[config.mk]
export PLATFORM = sky130hd
export DESIGN_NAME = wb_window_tracker
export DESIGN_NICKNAME = d
export VERILOG_FILES = /design/src/rtl/wb_window_tracker.sv
export SDC_FILE = /design/constraint.sdc
export NUM_CORES = 2
export LEC_CHECK = 0
export BUFFER_PORTS_ARGS = -buffer_cell sky130_fd_sc_hd__buf_2
export CORE_MARGIN = 5
export CORE_UTILIZATION = 30
export DETAILED_ROUTE_END_ITERATION = 6
export HOLD_SLACK_MARGIN = 0.05
export SLEW_MARGIN = 20
export SYNTH_ARGS = -nofsm -noshare
export SYNTH_HDL_FRONTEND = slang
export SYNTH_SLANG_ARGS = --single-unit
[constraint.sdc]
create_clock -name clk -period 8.37 [get_ports clk]
set_input_delay 1.2555 -clock clk [delete_from_list [all_inputs] [get_ports clk]]
set_output_delay 1.2555 -clock clk [all_outputs]
set_load 0.02 [all_outputs]
[src/rtl/wb_window_tracker.sv]
// wb_window_tracker
//   Pairs EX-phase trace records with timestamped writeback events and
//   emits one WB window per record.
//
//   Records are buffered in a record FIFO. Every wb_ready pulse is stamped
//   with the cycle counter and the rvalid activity since the previous pulse,
//   then buffered in an event FIFO. Records and events are consumed in order.
//
//   Ports
//     clk, rst            : clock (rising edge), async active-low reset
//     counter             : free-running cycle counter
//     ex_*                : record input, ready/valid handshake
//     wb_ready            : WB completion pulse (one per tracked record)
//     data_mem_rvalid     : memory response activity
//     wb_valid/wb_accept  : output handshake
//     wb_tag, wb_time_*,
//     wb_res_*, wb_timeout: output record
//     evt_overflow        : sticky, an event was dropped on a full event FIFO
//     previous_end_o      : end time of the last emitted tracked record
//
//   state      | meaning
//   S_IDLE     | pop next record; pass-through goes straight to S_EMIT
//   S_WAIT_EVT | wait for a WB event, or force an emit on timeout
//   S_EMIT     | hold the output record until wb_accept
module wb_window_tracker #(
    parameter int CNT_W     = 32,
    parameter int TAG_W     = 8,
    parameter int REC_DEPTH = 8,
    parameter int EVT_DEPTH = 8,
    parameter int TIMEOUT   = 1024
) (
    input  logic             clk,
    input  logic             rst,
    input  logic [CNT_W-1:0] counter,
    input  logic             ex_valid,
    output logic             ex_ready,
    input  logic [TAG_W-1:0] ex_tag,
    input  logic [CNT_W-1:0] ex_time_end,
    input  logic             ex_pass_through,
    input  logic             ex_is_load,
    input  logic             wb_ready,
    input  logic             data_mem_rvalid,
    output logic             wb_valid,
    input  logic             wb_accept,
    output logic [TAG_W-1:0] wb_tag,
    output logic [CNT_W-1:0] wb_time_start,
    output logic [CNT_W-1:0] wb_time_end,
    output logic [CNT_W-1:0] wb_res_start,
    output logic [CNT_W-1:0] wb_res_end,
    output logic             wb_timeout,
    output logic             evt_overflow,
    output logic [CNT_W-1:0] previous_end_o
);

    localparam int REC_AW = $clog2(REC_DEPTH);
    localparam int EVT_AW = $clog2(EVT_DEPTH);
    localparam int TMO_W  = (TIMEOUT > 1) ? $clog2(TIMEOUT) : 1;
    localparam logic [TMO_W-1:0] TMO_LOAD = TMO_W'(TIMEOUT - 1);

    typedef enum logic [1:0] {S_IDLE, S_WAIT_EVT, S_EMIT} state_t;

    // a is strictly later than b, judged by the signed modular distance
    function automatic logic is_after(input logic [CNT_W-1:0] a, input logic [CNT_W-1:0] b);
        logic [CNT_W-1:0] d;
        d = a - b;
        return !d[CNT_W-1] && (d != '0);
    endfunction

    state_t state, state_nxt;

    // ---------------- record FIFO ----------------
    logic [TAG_W-1:0] rec_tag_mem [REC_DEPTH];
    logic [CNT_W-1:0] rec_te_mem  [REC_DEPTH];
    logic             rec_pt_mem  [REC_DEPTH];
    logic             rec_ld_mem  [REC_DEPTH];
    logic [REC_AW:0]  rec_wr, rec_rd;
    logic             rec_full, rec_empty, rec_push, rec_pop;

    assign rec_empty = (rec_wr == rec_rd);
    assign rec_full  = (rec_wr[REC_AW] != rec_rd[REC_AW]) &&
                       (rec_wr[REC_AW-1:0] == rec_rd[REC_AW-1:0]);
    assign ex_ready  = !rec_full;
    assign rec_push  = ex_valid && !rec_full;

    always_ff @(posedge clk) begin
        if (rec_push) begin
            rec_tag_mem[rec_wr[REC_AW-1:0]] <= ex_tag;
            rec_te_mem[rec_wr[REC_AW-1:0]]  <= ex_time_end;
            rec_pt_mem[rec_wr[REC_AW-1:0]]  <= ex_pass_through;
            rec_ld_mem[rec_wr[REC_AW-1:0]]  <= ex_is_load;
        end
    end

    always_ff @(posedge clk or negedge rst) begin
        if (!rst) begin
            rec_wr <= '0;
            rec_rd <= '0;
        end else begin
            if (rec_push) rec_wr <= rec_wr + 1'b1;
            if (rec_pop)  rec_rd <= rec_rd + 1'b1;
        end
    end

    // ---------------- rvalid accumulator and event FIFO ----------------
    logic             acc_has;
    logic [CNT_W-1:0] acc_first, acc_last;
    logic             mrg_has;
    logic [CNT_W-1:0] mrg_first, mrg_last;

    // current-cycle rvalid folds into an event taken on the same edge
    assign mrg_has   = acc_has | data_mem_rvalid;
    assign mrg_first = acc_has ? acc_first : counter;
    assign mrg_last  = data_mem_rvalid ? counter : acc_last;

    logic [CNT_W-1:0] evt_t_mem     [EVT_DEPTH];
    logic             evt_has_mem   [EVT_DEPTH];
    logic [CNT_W-1:0] evt_first_mem [EVT_DEPTH];
    logic [CNT_W-1:0] evt_last_mem  [EVT_DEPTH];
    logic [EVT_AW:0]  evt_wr, evt_rd;
    logic             evt_full, evt_empty, evt_push, evt_pop;

    assign evt_empty = (evt_wr == evt_rd);
    assign evt_full  = (evt_wr[EVT_AW] != evt_rd[EVT_AW]) &&
                       (evt_wr[EVT_AW-1:0] == evt_rd[EVT_AW-1:0]);
    // a pop on the same edge frees the slot, so a full FIFO still accepts
    assign evt_push  = wb_ready && (!evt_full || evt_pop);

    always_ff @(posedge clk) begin
        if (evt_push) begin
            evt_t_mem[evt_wr[EVT_AW-1:0]]     <= counter;
            evt_has_mem[evt_wr[EVT_AW-1:0]]   <= mrg_has;
            evt_first_mem[evt_wr[EVT_AW-1:0]] <= mrg_first;
            evt_last_mem[evt_wr[EVT_AW-1:0]]  <= mrg_last;
        end
    end

    always_ff @(posedge clk or negedge rst) begin
        if (!rst) begin
            evt_wr       <= '0;
            evt_rd       <= '0;
            acc_has      <= 1'b0;
            acc_first    <= '0;
            acc_last     <= '0;
            evt_overflow <= 1'b0;
        end else begin
            if (evt_push) evt_wr <= evt_wr + 1'b1;
            if (evt_pop)  evt_rd <= evt_rd + 1'b1;
            if (wb_ready && evt_full && !evt_pop) evt_overflow <= 1'b1;
            if (wb_ready) begin
                acc_has <= 1'b0;
            end else if (data_mem_rvalid) begin
                acc_has  <= 1'b1;
                acc_last <= counter;
                if (!acc_has) acc_first <= counter;
            end
        end
    end

    // ---------------- window arithmetic ----------------
    logic [TAG_W-1:0] cur_tag;
    logic [CNT_W-1:0] cur_te;
    logic             cur_ld;
    logic [CNT_W-1:0] previous_end;
    logic [CNT_W-1:0] cand_ex, cand_prev, start_max, win_end, start_win;
    logic [CNT_W-1:0] evt_t_head;

    assign evt_t_head = evt_t_mem[evt_rd[EVT_AW-1:0]];
    assign cand_ex    = cur_te + CNT_W'(1);
    assign cand_prev  = previous_end + CNT_W'(1);
    assign start_max  = is_after(cand_ex, cand_prev) ? cand_ex : cand_prev;
    // window end is the event time, or now when the wait times out
    assign win_end    = evt_empty ? counter : evt_t_head;
    assign start_win  = is_after(start_max, win_end) ? win_end : start_max;

    // ---------------- FSM ----------------
    logic [TMO_W-1:0] tmo_cnt;
    logic             tmo_load, tmo_dec, ld_pass, ld_evt, ld_tmo, clr_out;

    always_ff @(posedge clk or negedge rst) begin
        if (!rst) state <= S_IDLE;
        else      state <= state_nxt;
    end

    always_comb begin
        state_nxt = state;
        rec_pop   = 1'b0;
        evt_pop   = 1'b0;
        tmo_load  = 1'b0;
        tmo_dec   = 1'b0;
        ld_pass   = 1'b0;
        ld_evt    = 1'b0;
        ld_tmo    = 1'b0;
        clr_out   = 1'b0;
        case (state)
            S_IDLE: begin
                if (!rec_empty) begin
                    rec_pop = 1'b1;
                    if (rec_pt_mem[rec_rd[REC_AW-1:0]]) begin
                        ld_pass   = 1'b1;
                        state_nxt = S_EMIT;
                    end else begin
                        tmo_load  = 1'b1;
                        state_nxt = S_WAIT_EVT;
                    end
                end
            end
            S_WAIT_EVT: begin
                if (!evt_empty) begin
                    evt_pop   = 1'b1;
                    ld_evt    = 1'b1;
                    state_nxt = S_EMIT;
                end else if (tmo_cnt == '0) begin
                    ld_tmo    = 1'b1;
                    state_nxt = S_EMIT;
                end else begin
                    tmo_dec = 1'b1;
                end
            end
            S_EMIT: begin
                if (wb_accept) begin
                    clr_out   = 1'b1;
                    state_nxt = S_IDLE;
                end
            end
            default: state_nxt = S_IDLE;
        endcase
    end

    always_ff @(posedge clk or negedge rst) begin
        if (!rst) begin
            tmo_cnt        <= '0;
            cur_tag        <= '0;
            cur_te         <= '0;
            cur_ld         <= 1'b0;
            previous_end   <= '0;
            previous_end_o <= '0;
            wb_valid       <= 1'b0;
            wb_timeout     <= 1'b0;
            wb_tag         <= '0;
            wb_time_start  <= '0;
            wb_time_end    <= '0;
            wb_res_start   <= '0;
            wb_res_end     <= '0;
        end else begin
            previous_end_o <= previous_end;
            if (tmo_load) tmo_cnt <= TMO_LOAD;
            if (tmo_dec)  tmo_cnt <= tmo_cnt - 1'b1;
            if (rec_pop) begin
                cur_tag <= rec_tag_mem[rec_rd[REC_AW-1:0]];
                cur_te  <= rec_te_mem[rec_rd[REC_AW-1:0]];
                cur_ld  <= rec_ld_mem[rec_rd[REC_AW-1:0]];
            end
            if (ld_pass) begin
                wb_tag        <= rec_tag_mem[rec_rd[REC_AW-1:0]];
                wb_time_start <= '0;
                wb_time_end   <= '0;
                wb_res_start  <= '0;
                wb_res_end    <= '0;
                wb_timeout    <= 1'b0;
                wb_valid      <= 1'b1;
            end
            if (ld_evt) begin
                wb_tag        <= cur_tag;
                wb_time_start <= start_win;
                wb_time_end   <= evt_t_head;
                if (cur_ld && evt_has_mem[evt_rd[EVT_AW-1:0]]) begin
                    wb_res_start <= evt_first_mem[evt_rd[EVT_AW-1:0]];
                    wb_res_end   <= evt_last_mem[evt_rd[EVT_AW-1:0]];
                end else begin
                    wb_res_start <= '0;
                    wb_res_end   <= '0;
                end
                previous_end  <= evt_t_head;
                wb_valid      <= 1'b1;
            end
            if (ld_tmo) begin
                wb_tag        <= cur_tag;
                wb_time_start <= start_win;
                wb_time_end   <= counter;
                wb_res_start  <= '0;
                wb_res_end    <= '0;
                wb_timeout    <= 1'b1;
                wb_valid      <= 1'b1;
            end
            if (clr_out) begin
                wb_valid   <= 1'b0;
                wb_timeout <= 1'b0;
            end
        end
    end

endmodule

# After elaboration in Yosys (flattened, before gate mapping)
# Memory sizes are Yosys's and may differ from the RTL's. A register that Yosys moved wholly into a read port is not among the register bits.
# Cells that the tools add are included.
word_totals:
  register_bits: 304
  latch_bits: 0
  mem_bits_rw: 1112
  mem_bits_ro: 0
  in_bits: 80
  output_inout_bits: 172
  elab_cells: 136
  mem_count: 8
op_classes:
  add_sub_neg: 9
  multipliers: 0
  div_mod_pow: 0
  order_cmp: 0
  n_eq_ne: 11
  n_shift: 0
  mux: 58
  bitwise_logic: 2
  reduce_logical: 28
mem_list:
  columns: ["memory", "words", "width", "rd", "rd_ports_with_merged_regs", "wr", "line", "rtl"]
  rows:
  - ["evt_first_mem", 8, 32, 1, 0, 1, "117", "logic [CNT_W-1:0] evt_first_mem [EVT_DEPTH];"]
  - ["evt_last_mem", 8, 32, 1, 0, 1, "118", "logic [CNT_W-1:0] evt_last_mem [EVT_DEPTH];"]
  - ["evt_t_mem", 8, 32, 1, 0, 1, "115", "logic [CNT_W-1:0] evt_t_mem [EVT_DEPTH];"]
  - ["rec_te_mem", 8, 32, 1, 1, 1, "73", "logic [CNT_W-1:0] rec_te_mem [REC_DEPTH];"]
  - ["rec_tag_mem", 8, 8, 1, 0, 1, "72", "logic [TAG_W-1:0] rec_tag_mem [REC_DEPTH];"]
  - ["evt_has_mem", 8, 1, 1, 0, 1, "116", "logic evt_has_mem [EVT_DEPTH];"]
  - ["2 more memories", null, null, null, null, null, null, null]
op_table:
  columns: ["op", "count"]
  rows:
  - ["$mux W32", 16]
  - ["$add A32 B1 Y32 const B", 2]
  - ["$reduce_bool A32 Y1", 2]
  - ["$sub A32 B32 Y32", 2]
  - ["$mux W1", 31]
  - ["$mux W8", 3]
  - ["$mux W10", 2]
  - ["$add A4 B1 Y4 const B", 4]
  - ["$logic_not A10 Y1", 1]
  - ["$mux W2", 5]
  - ["$sub A10 B1 Y10 const B", 1]
  - ["$logic_and A1 B1 Y1", 9]
  - ["$eq A4 B4 Y1", 2]
  - ["$logic_not A1 Y1", 7]
  - ["$eq A3 B3 Y1", 2]
  - ["$pmux W2 S3", 1]
  - ["$reduce_bool A3 Y1", 2]
  - ["$ne A2 B2 Y1 const B", 2]
  - ["$reduce_bool A2 Y1", 2]
  - ["$reduce_bool A4 Y1", 1]
  - ["$ne A3 B3 Y1 const B", 1]
  - ["$reduce_and A3 Y1", 1]
  - ["$eq A2 B1 Y1 const B", 1]
  - ["$eq A2 B2 Y1 const B", 1]
  - ["other kinds (6)", 7]

# Longest topological paths before layout
depth:
  depth_word: 11
  mapped_depth: 46
  depth_no_buf: 38

# Worst setup path after synthesis
# No wires, ideal clock.
synth_path:
  path_kind: "register -> register"
  start: "reg cur_te[3], read port of rec_te_mem"
  end: "reg wb_time_start[18]"
  setup_ps: 121
  arrival_ps: 9006
  required_ps: 8249
  slack_ps: -757
  path_stages_with_launch: 43
  path_buffers: 8
  synth_period_minus_slack_ps: 9127
  cell_sequence: "dfrtp_1 -> nand4_2 -> or4_1 -> buf_2 -> buf_6 -> o31ai_1 -> and2_1 -> inv_1 -> ha_1 -> a21oi_1 -> o2111ai_1 -> or4_1 -> nor4_1 -> nand4_1 -> nor3b_1 -> and4_1 -> buf_2 -> buf_4 -> (+7 left out) -> clkbuf_1 -> nand4_1 -> nor2_1 -> and3_1 -> and2_1 -> and3_1 -> mux2_4 -> or4_4 -> o2111ai_1 -> nand2_1 -> or4b_1 -> nand3_1 -> o21ai_2 -> nor4b_4 -> a31oi_4 -> buf_6 -> mux2i_1 -> a22o_1"
synth_via:
  elab_chain_cells: 11
  elab_cells_between_ends: 13
  cone_classes: "add/sub (3); mux (4); reduce/logical (6)"
synth_rtl:
  columns: ["item", "line", "rtl"]
  rows:
  - ["from (decl)", "161", "logic [CNT_W-1:0] cur_te;"]
  - ["$add A32 B1 Y32 (*)", "168", "assign cand_ex = cur_te + CNT_W'(1);"]
  - ["$sub A32 B32 Y32", "65", "d = a - b;"]
  - ["$reduce_bool A32 Y1 or $logic_not A1 Y1 (tied branches)", "66", "return !d[CNT_W-1] && (d != '0);"]
  - ["$logic_and A1 B1 Y1", "66", null]
  - ["$mux W32 (*)", "170", "assign start_max = is_after(cand_ex, cand_prev) ? cand_ex : cand_prev;"]
  - ["$sub A32 B32 Y32", "65", null]
  - ["$reduce_bool A32 Y1 or $logic_not A1 Y1 (tied branches)", "66", null]
  - ["$logic_and A1 B1 Y1", "66", null]
  - ["$mux W32 (*)", "173", "assign start_win = is_after(start_max, win_end) ? win_end : start_max;"]
  - ["$mux W32", "262", "if (ld_evt) begin"]
  - ["$mux W32 (*)", "276", "if (ld_tmo) begin"]
  - ["to (signal assigned)", "264", "wb_time_start <= start_win;"]
  - ["to (signal assigned)", "278", "wb_time_start <= start_win;"]
  - ["to (decl)", "46", "output logic [CNT_W-1:0] wb_time_start,"]
# Every way passes the cells marked *; elsewhere a longest branch is shown, timed or not.
# A chain may end at the register's enable or synchronous reset.

# Worst setup path after layout
layout_path:
  start: "reg previous_end[1]"
  end: "reg wb_time_start[18]"
layout_via:
  elab_chain_cells: 11
  elab_cells_between_ends: 13
  cone_classes: "add/sub (3); mux (4); reduce/logical (6)"
layout_rtl:
  columns: ["item", "line", "rtl"]
  rows:
  - ["from (decl)", "163", "logic [CNT_W-1:0] previous_end;"]
  - ["from (signal assigned)", "273", "previous_end <= evt_t_head;"]
  - ["$add A32 B1 Y32 (*)", "169", "assign cand_prev = previous_end + CNT_W'(1);"]
  - ["$sub A32 B32 Y32", "65", null]
  - ["$reduce_bool A32 Y1 or $logic_not A1 Y1 (tied branches)", "66", null]
  - ["$logic_and A1 B1 Y1", "66", null]
  - ["$mux W32 (*)", "170", null]
  - ["$sub A32 B32 Y32", "65", null]
  - ["$reduce_bool A32 Y1 or $logic_not A1 Y1 (tied branches)", "66", null]
  - ["$logic_and A1 B1 Y1", "66", null]
  - ["$mux W32 (*)", "173", null]
  - ["$mux W32", "262", null]
  - ["$mux W32 (*)", "276", null]
# Marks and branches as above.

==> results_dict.tcl <==
set metrics [dict create \
    clock_latency_ps 820 \
    drt-initial-drc-count 3194 \
    clock.fmax_mhz 118 \
    cts-root-buf "clkbuf_16" \
    finalCritPeriodShare 1.01 \
    postSynthAreaPerCell_um2 16.1 \
    start_util 0.301 \
    yosysSeqAreaShare 0.679 \
    slowest_stage "or4_4" \
    synth_common_cells "1,112 x edfxtp_1, 337 x dfrtp_1, 310 x nand2_1" \
    cts_max_level 4 \
    wire_per_inst_um 24.6 \
    synthTopCellsByArea "edfxtp_1 54%, dfrtp_1 14%, mux4_2 10%, mux2i_1 2.8%, mux2_2 2.4%" \
    nets 4743 \
    overflow 0 \
    crit_path_start_kind "register" \
    end_kind "register" \
    cts_buffers 153 \
    netlist.area_leader.share 0.542 \
    max-slew-margin-rel 0.180 \
    synthFlopType "edfxtp_1" \
    worst-path-buf-inv 12 \
    maxCapViolations 0 \
    fp.dieW_um 463 \
    critPathRequiredTime_ps 9070 \
    yosys_warnings 0 \
    skew_ps 81.2 \
    violations "setup timing" \
    synth_top_cell_by_area "edfxtp_1" \
    ios 252 \
    grt_pass1_vias 38000 \
    path_max_fanout 5 \
    routed_wl_um 183000 \
    fillers 19200 \
    cts_tree "done" \
    cts_buffer_depth 3 \
    setup_slack_ps -82.4 \
    setup_violations 31 \
    globalplace.congestion 0.924 \
    min_period_ps 8450 \
    via_per_inst 5.04 \
    drtAntennaViolNets 0 \
    path_class "register to register" \
    core.rowCount 166 \
    rsz0062_at_grt "true" \
    synth.most_common_cell "edfxtp_1" \
    seq_area_um2 41800 \
    status "complete, but fails checks" \
    firstDrtPassIters 6 \
    vias 37400 \
    finalNonFillerCells 7429 \
    clk_pin_slew_ps 60 \
    async_flop_share 0.233 \
    core_area_um2 204000 \
    ys_ff_latch 1449 \
    dp_slack_ps -848 \
    syn2layout_area_growth_pct 23.9 \
    cpPeakStageDelay_ps 520 \
    track_usage 0.166 \
    netlist_area_um2 61600 \
    drive_gt1_frac 0.350 \
    arrival_ps 9150 \
    cp_top_family "simple AND/OR/NAND/NOR gates" \
    synth_edf_count 1112 \
    cts.sinks 1449 \
    antenna_found_initial 27 \
    hold_class "register to register" \
    hold_viol 0 \
    grt_max_degree 134 \
    maxSlewViolCount 0 \
    grt_pass1_wl_um 265000 \
    portBuffers 251 \
    multi_input_area_um2 20000 \
    netlist_instances 3834 \
    placed_area_um2 69600 \
    worstMarginPinSlew_ps 1220 \
    final_cell_area_um2 76300 \
    die_h_um 463 \
    synth.distinct_cells 94 \
    cts_hold_buf 0 \
    timing.hold.ws_ps 451 \
    dieArea_um2 214000 \
    synth_nets 3976 \
    post-route-drc-count 0 \
    place_inst 7069 \
    post-dp-hpwl_um 119000 \
]
## flip-flops by register name, indices dropped and copies added (netlist names), 10 cells and up
signal and flops:
rec_te_mem 256, evt_t_mem 256, evt_first_mem 256, wb_res_start 32
rec_tag_mem 64, previous_end_o 32, wb_time_start 32, wb_res_end 32
tmo_cnt 10, cur_te 32, previous_end 32, acc_last 32
acc_first 32, wb_time_end 32, evt_last_mem 256
## stage by stage
step | util | setup TNS [ps]
2_1_floorplan | - | -4080
3_3_place_gp | 0.341 | -20070
3_5_place_dp | 0.341 | -24530
4_1_cts | 0.370 | -2100
5_1_grt | 0.373 | -9700
6_report | 0.373 | -1570
## logic make-up after synthesis
kind of cell	after synthesis	share of synthesized area
flip-flops	1449	0.679
AND/OR/NAND/NOR	765	0.0599
multiplexers	588	0.155
AO/OA/AOI/OAI	573	0.0576
buffers and inverters	263	0.0166
XOR/XNOR	131	0.0186
adder cells (fa/ha/maj)	65	0.0133
## worst register-to-register path: cells and delay by family, from the launching register on
kind	cells	cell delay, ps
compound gates	7	1320
mux	2	360
fa+ha+maj	2	490
buf+inv	12	1680
xor+xnor	1	180
flops	1	410
simple gates	18	3920
## layout by cell type, fill, tap and decap left out, types with 134 or more instances in the layout
| master | n |
|---|---|
| clkbuf_16 | 155 |
| mux2_2 | 134 |
| mux2i_1 | 169 |
| buf_2 | 250 |
| mux4_2 | 278 |
| o21ai_0 | 210 |
| buf_4 | 518 |
| edfxtp_1 | 1112 |
| dfrtp_1 | 329 |
| nand2_1 | 305 |
## repair_timing
item / in CTS / in global routing
buffers inserted: 41 / 21
gates cloned: 5 / 0
pin swaps: 65 / 68
resized for setup: 111 / 90
endpoints found under the setup margin: 32 / 32
## routing by layer
layer  GRT usage  part of all wire
met2       0.272              0.48
met4      0.0679             0.043
met5           0           0.00029
met3      0.0355             0.066
met1       0.216              0.41
## final timing paths
| check | startpoint | to | slack [ps] | cells past startpoint |
|---|---|---|---|---|
| min in group asynchronous | rst | wb_res_end[3] | 520 | 1 |
| setup / recovery | previous_end[1] | wb_time_start[18] | -80 | 42 |
| hold reg to reg | previous_end[31] | previous_end_o[31] | 450 | 0 |
| hold / removal | previous_end[31] | previous_end_o[31] | 450 | 0 |
| setup reg to reg | previous_end[1] | wb_time_start[18] | -80 | 42 |
| max in group asynchronous | rst | rec_rd[2] | 6430 | 2 |
## area by class of cell
| cell class | instances | share of cell area |
|---|---|---|
| multi-input cells | 2123 | 0.262 |
| clock inverters | 61 | 0.0104 |
| clock buffers | 222 | 0.0565 |
| flip-flops and latches | 1449 | 0.548 |
| inverters | 70 | 0.00344 |
| well taps | 2688 | 0.0441 |
| diodes | 12 | 0.000393 |
| repair buffers | 804 | 0.0752 |
Power is not shown: default switching activity piles up to over one toggle a cycle in this logic, so the estimate is an artifact.
